--- config.mk ---
export PLATFORM = sky130hd
export DESIGN_NAME = nonrestoring_divider
export DESIGN_NICKNAME = d
export VERILOG_FILES = /design/src/rtl/arith_pkg.sv /design/src/rtl/divider_datapath.sv /design/src/rtl/nonrestoring_divider.sv
export SDC_FILE = /design/constraint.sdc
export NUM_CORES = 1
export LEC_CHECK = 0
export CAP_MARGIN = 10
export CORE_MARGIN = 3
export CORE_UTILIZATION = 30
export DETAILED_ROUTE_END_ITERATION = 7
export HOLD_SLACK_MARGIN = 0.15
export PLACE_DENSITY = 0.46
export SYNTH_ARGS = -nofsm -noshare
export SYNTH_HDL_FRONTEND = slang
export SYNTH_SLANG_ARGS = --single-unit
--- constraint.sdc ---
create_clock -name clk -period 9.6 [get_ports clk]
set_clock_uncertainty 0.15 [all_clocks]
set_input_delay 1.92 -clock clk [delete_from_list [all_inputs] [get_ports clk]]
set_output_delay 1.92 -clock clk [all_outputs]
set_load 0.01 [all_outputs]
--- src/rtl/arith_pkg.sv ---
// Shared definitions for the arithmetic lab unit: divider FSM states,
// default operand width and the iteration-counter sizing helper.
package arith_pkg;

    typedef enum logic [1:0] {
        IDLE = 2'd0,
        ITER = 2'd1,
        FIX  = 2'd2,
        DONE = 2'd3
    } div_state_t;

    localparam int DIV_WIDTH = 8;

    // Bits needed to hold an iteration count of 0..w inclusive.
    function automatic int cnt_width(input int w);
        return $clog2(w + 1);
    endfunction

endpackage

--- src/rtl/divider_datapath.sv ---
// Non-restoring divider datapath: A/Q/M registers, operand signs and the
// final sign correction of quotient and remainder.
module divider_datapath #(
    parameter int WIDTH = 8
) (
    input  logic             clk,
    input  logic             rst_n,
    input  logic             load,
    input  logic             step,
    input  logic             fix,
    input  logic [WIDTH-1:0] dividend,
    input  logic [WIDTH-1:0] divisor,
    output logic [WIDTH-1:0] quotient,
    output logic [WIDTH-1:0] remainder
);

    logic signed [WIDTH:0] a_q;
    logic signed [WIDTH:0] m_q;
    logic [WIDTH-1:0]      q_q;
    logic                  q_neg;
    logic                  r_neg;

    logic [WIDTH-1:0]      dividend_abs;
    logic [WIDTH-1:0]      divisor_abs;
    logic signed [WIDTH:0] a_shift;
    logic signed [WIDTH:0] sum_or_diff;
    logic signed [WIDTH:0] a_fix;
    logic                  m_zero;
    logic [WIDTH-1:0]      q_signed;
    logic [WIDTH-1:0]      r_mag;

    // Magnitudes fit in WIDTH unsigned bits, so the most-negative operand
    // becomes 2^(WIDTH-1) rather than wrapping.
    always_comb begin
        dividend_abs = dividend[WIDTH-1] ? (~dividend + 1'b1) : dividend;
        divisor_abs  = divisor[WIDTH-1]  ? (~divisor + 1'b1)  : divisor;
        a_shift      = {a_q[WIDTH-1:0], q_q[WIDTH-1]};
        sum_or_diff  = a_q[WIDTH] ? (a_shift + m_q) : (a_shift - m_q);
        a_fix        = a_q[WIDTH] ? (a_q + m_q) : a_q;
        m_zero       = (m_q == '0);
        q_signed     = q_neg ? (~q_q + 1'b1) : q_q;
        // Divide-by-zero never iterates, so Q still holds |dividend|.
        r_mag        = m_zero ? q_q : a_fix[WIDTH-1:0];
    end

    always_ff @(posedge clk or negedge rst_n) begin
        if (!rst_n) begin
            a_q       <= '0;
            m_q       <= '0;
            q_q       <= '0;
            q_neg     <= 1'b0;
            r_neg     <= 1'b0;
            quotient  <= '0;
            remainder <= '0;
        end else if (load) begin
            a_q   <= '0;
            q_q   <= dividend_abs;
            m_q   <= {1'b0, divisor_abs};
            q_neg <= dividend[WIDTH-1] ^ divisor[WIDTH-1];
            r_neg <= dividend[WIDTH-1];
        end else if (step) begin
            a_q <= sum_or_diff;
            q_q <= {q_q[WIDTH-2:0], ~sum_or_diff[WIDTH]};
        end else if (fix) begin
            a_q       <= a_fix;
            quotient  <= m_zero ? '1 : q_signed;
            remainder <= r_neg ? (~r_mag + 1'b1) : r_mag;
        end
    end

endmodule

--- src/rtl/nonrestoring_divider.sv ---
// Sequential signed non-restoring divider: controller FSM, iteration
// counter, start/busy/done handshake and exception flags.
module nonrestoring_divider
    import arith_pkg::*;
#(
    parameter int WIDTH = DIV_WIDTH
) (
    input  logic             clk,
    input  logic             rst_n,
    input  logic             start,
    input  logic [WIDTH-1:0] dividend,
    input  logic [WIDTH-1:0] divisor,
    output logic             busy,
    output logic             done,
    output logic [WIDTH-1:0] quotient,
    output logic [WIDTH-1:0] remainder,
    output logic             div_by_zero,
    output logic             overflow,
    output div_state_t       dbg_state
);

    // Handshake: start is sampled only in IDLE; busy covers ITER and FIX;
    // done is high for exactly the DONE cycle, results valid from then on.
    localparam int CNT_W = cnt_width(WIDTH);
    localparam logic [CNT_W-1:0] CNT_LOAD = CNT_W'(WIDTH);
    localparam logic [WIDTH-1:0] MOST_NEG = {1'b1, {(WIDTH-1){1'b0}}};

    div_state_t       state;
    div_state_t       state_next;
    logic [CNT_W-1:0] count;
    logic             load;
    logic             step;
    logic             fix;
    logic             dz_pend;
    logic             ovf_pend;

    always_ff @(posedge clk or negedge rst_n) begin
        if (!rst_n) state <= IDLE;
        else        state <= state_next;
    end

    always_comb begin
        state_next = state;
        case (state)
            IDLE: if (start) state_next = (divisor == '0) ? FIX : ITER;
            ITER: if (count == CNT_W'(1)) state_next = FIX;
            FIX:  state_next = DONE;
            DONE: state_next = IDLE;
            default: state_next = IDLE;
        endcase
    end

    always_comb begin
        load      = (state == IDLE) && start;
        step      = (state == ITER);
        fix       = (state == FIX);
        busy      = (state == ITER) || (state == FIX);
        done      = (state == DONE);
        dbg_state = state;
    end

    always_ff @(posedge clk or negedge rst_n) begin
        if (!rst_n)    count <= '0;
        else if (load) count <= CNT_LOAD;
        else if (step) count <= count - 1'b1;
    end

    // Exception conditions are captured at start and published at FIX.
    always_ff @(posedge clk or negedge rst_n) begin
        if (!rst_n) begin
            dz_pend     <= 1'b0;
            ovf_pend    <= 1'b0;
            div_by_zero <= 1'b0;
            overflow    <= 1'b0;
        end else if (load) begin
            dz_pend     <= (divisor == '0);
            ovf_pend    <= (dividend == MOST_NEG) && (divisor == '1);
            div_by_zero <= 1'b0;
            overflow    <= 1'b0;
        end else if (fix) begin
            div_by_zero <= dz_pend;
            overflow    <= ovf_pend;
        end
    end

    divider_datapath #(.WIDTH(WIDTH)) u_datapath (
        .clk       (clk),
        .rst_n     (rst_n),
        .load      (load),
        .step      (step),
        .fix       (fix),
        .dividend  (dividend),
        .divisor   (divisor),
        .quotient  (quotient),
        .remainder (remainder)
    );

endmodule

==> impl_metrics.ini <==
[detailed_routing]
drc = 0
first_pass_iters = 4
viasPerCell = 5.092
wire_per_inst_um = 16.14
ant_nets = 0
wirelength_um = 10900
vias = 3437
drt_first_iter_violations = 184

[timing]
setup_tns_ns = 0
timing.hold.ws_ns = 0.3300
setup_violations = 0
finalCriticalPeriod_ns = 3.905
fin_ws_ns = 5.695
hold_viol_final = 0
slew_headroom_pct = 21.20
fmax_ghz = 0.2561
fin_crit_sh_pct = 40.68
drv_slew = 0
rsz0062_at_grt = false
worst_slew_pin_slew_ns = 1.182

[placed_design]
numPortBuffers = 40
place_hpwl_um = 8097
pre_cts_slack_ns = 5.358
gp_congestion = 0.8012

[floorplanning]
core_mm2 = 0.01298
row_count = 41
ios = 41
die_w_um = 122.7
fp.dieArea_mm2 = 0.01504
die_h_um = 122.7
initial_core_util_pct = 31.46

[worst_setup_path]
critPathBufInv = 2
startpoint_type = input pin
cp_max_fo = 4
slowest_delay_ns = 0.46
crit_type = input pin to flop
required_ns = 9.63
timing.critical_path.cells = clkdlybuf4s50_1, inv_1, ha_1, or3b_2, or3_1, nor3_1, nand2_1, o211ai_1, o21ai_0
cpMaxStageDelayCell = clkdlybuf4s50_1
cp.arrival_ns = 3.93
end_kind = flop
cp_top_family = simple AND/OR/NAND/NOR gates

[power_and_ir_drop]
ir_drop_v = 0.0001541
p_leak_nw = 2.011
power.density_mw_per_mm2 = 389.5

[synth]
ys_seq_area_share_pct = 32.49
ys_warn_count = 0
async_reset_ff_share_pct = 100.0
synth-edff-count = 0
syn_nets = 529
synthDistinctLibCells = 61
synth_area_per_cell_um2 = 8.541
synth-seq-cells = 53
synth-main-ff-cell = dfrtp_1
syn-instance-count = 478
syn_area_mm2 = 0.004083

[clock_network]
clk_pin_slew_worst_paths_ns = 0.07
cts.repair.resized = 0
h-tree-depth = 2
cts.sinks = 53
clock-root-buffer = clkbuf_16
cts_max_path_buffers = 2
cts_made_buffers = 5
cts_tree = done
insertion_delay_ns = 0.31
cts_setup_buffers = 0
holdBufCountCts = 0

[finish]
diodes = 0
syn2layout_area_growth_pct = 16.21
layout_commonest_cell = nand2_1
layout_common_cells = nand2_1, dfrtp_1, nor2_1
nNetsFinal = 553
layout-drive-gt1-share_pct = 4.970

[run_status]
status = completed

[global_routing]
grt_overflow_total = 0
grt_max_degree = 54
antenna_found_initial = 0
gr-usage-all-layers_pct = 15.31
grt_pass1_vias = 3403
grt_pass1_wl_um = 17900

[worst_hold_path]
worstHoldPathType = flop to flop

[run]
drv_cap = 0
report_power, final:
group          switching [mW]  internal (mW)  total (mW)  leakage (nW)
Combinational           0.653          0.533        1.19          1.29
Clock                  0.0929         0.0978       0.191        0.0712
Sequential              0.146          0.325       0.471         0.647
cell usage after synthesis, types with 3 or more instances:
master | number | area [µm²]
a211oi_1 | 14 | 105.1
a21o_1 | 8 | 60.06
a21oi_1 | 21 | 105.1
a31oi_1 | 13 | 81.33
buf_1 | 5 | 18.77
clkbuf_1 | 18 | 67.56
dfrtp_1 | 53 | 1326
ha_1 | 30 | 375.4
inv_1 | 21 | 78.83
mux2_2 | 6 | 67.56
mux2i_1 | 12 | 120.1
nand2_1 | 60 | 225.2
nand2b_1 | 8 | 50.05
nand3_1 | 3 | 15.01
nand3b_1 | 3 | 22.52
nor2_1 | 51 | 191.4
nor2b_1 | 5 | 31.28
nor3_1 | 6 | 30.03
nor4_1 | 3 | 18.77
o211ai_1 | 5 | 37.54
o21ai_0 | 23 | 115.1
o21ai_1 | 5 | 25.02
o221ai_1 | 3 | 26.28
o31ai_1 | 6 | 45.04
o41ai_1 | 3 | 26.28
or3_1 | 10 | 62.56
xnor2_1 | 21 | 183.9
xor2_1 | 18 | 157.7
layout make-up:
type	instances	area, µm²
fillers	1362	8234
multi-input cells	377	2560
flip-flops and latches	53	1326
repair buffers	43	417.9
well taps	172	215.2
clock buffers	6	128.9
inverters	22	82.58
clock inverters	2	13.76
cells by family after synthesis:
group                      Yosys count  synth area share, %
DFF                                 53                32.49
buffers and inverters               48                4.811
and+or+nand+nor                    165                18.97
adders and majority gates           32                10.17
AOI/OAI and AO/OA                  122                20.26
muxes                               19                4.934
xor gates and xnor gates            39                8.367
stage by stage:
stage | power [mW] | instances | util, % | area [µm²]
after floorplan | 1.321 | 478 | - | 4083
after global placement | 1.659 | 667 | 35.46 | 4602
after detailed placement | 1.665 | 667 | 35.46 | 4602
after CTS | 1.867 | 675 | 36.56 | 4745
after global routing | 2.036 | 675 | 36.56 | 4745
final | 1.848 | 675 | 36.56 | 4745
state kept, by name, indices dropped and copies added, names as in the netlist:
| signal | count |
|---|---|
| u_datapath.a_q | 9 |
| count | 4 |
| u_datapath.quotient | 8 |
| overflow | 1 |
| u_datapath.q_q | 8 |
| ovf_pend | 1 |
| u_datapath.m_q | 8 |
| dz_pend | 1 |
| div_by_zero | 1 |
| dbg_state | 2 |
| u_datapath.remainder | 8 |
| u_datapath.q_neg | 1 |
| u_datapath.r_neg | 1 |
final timing paths:
check	from	end	slack, ns	cells past startpoint
max	divisor[0]	dbg_state[0]$_DFFE_PN0P_	5.70	9
min	u_datapath.remainder[3]$_DFFE_PN0P_	u_datapath.remainder[3]$_DFFE_PN0P_	0.33	1
max reg2reg	u_datapath.m_q[3]$_DFFE_PN0P_	u_datapath.remainder[4]$_DFFE_PN0P_	6.04	10
min reg2reg	u_datapath.remainder[3]$_DFFE_PN0P_	u_datapath.remainder[3]$_DFFE_PN0P_	0.33	1
max in group asynchronous	rst_n	u_datapath.m_q[1]$_DFFE_PN0P_	7.22	2
min in group asynchronous	rst_n	count[3]$_DFFE_PN0P_	1.58	2
metal layers:
metal	track usage, %	wire [µm]	part of all wire (%)	up-vias
met5	0	0	0	-
met4	4.549	184	1.7	0
met3	3.041	424	3.9	12
met2	23.94	4837	44	67
met1	21.42	5450	50	1610
li1	-	-	-	1748
Note: power is estimated with default switching activity, not from simulation.
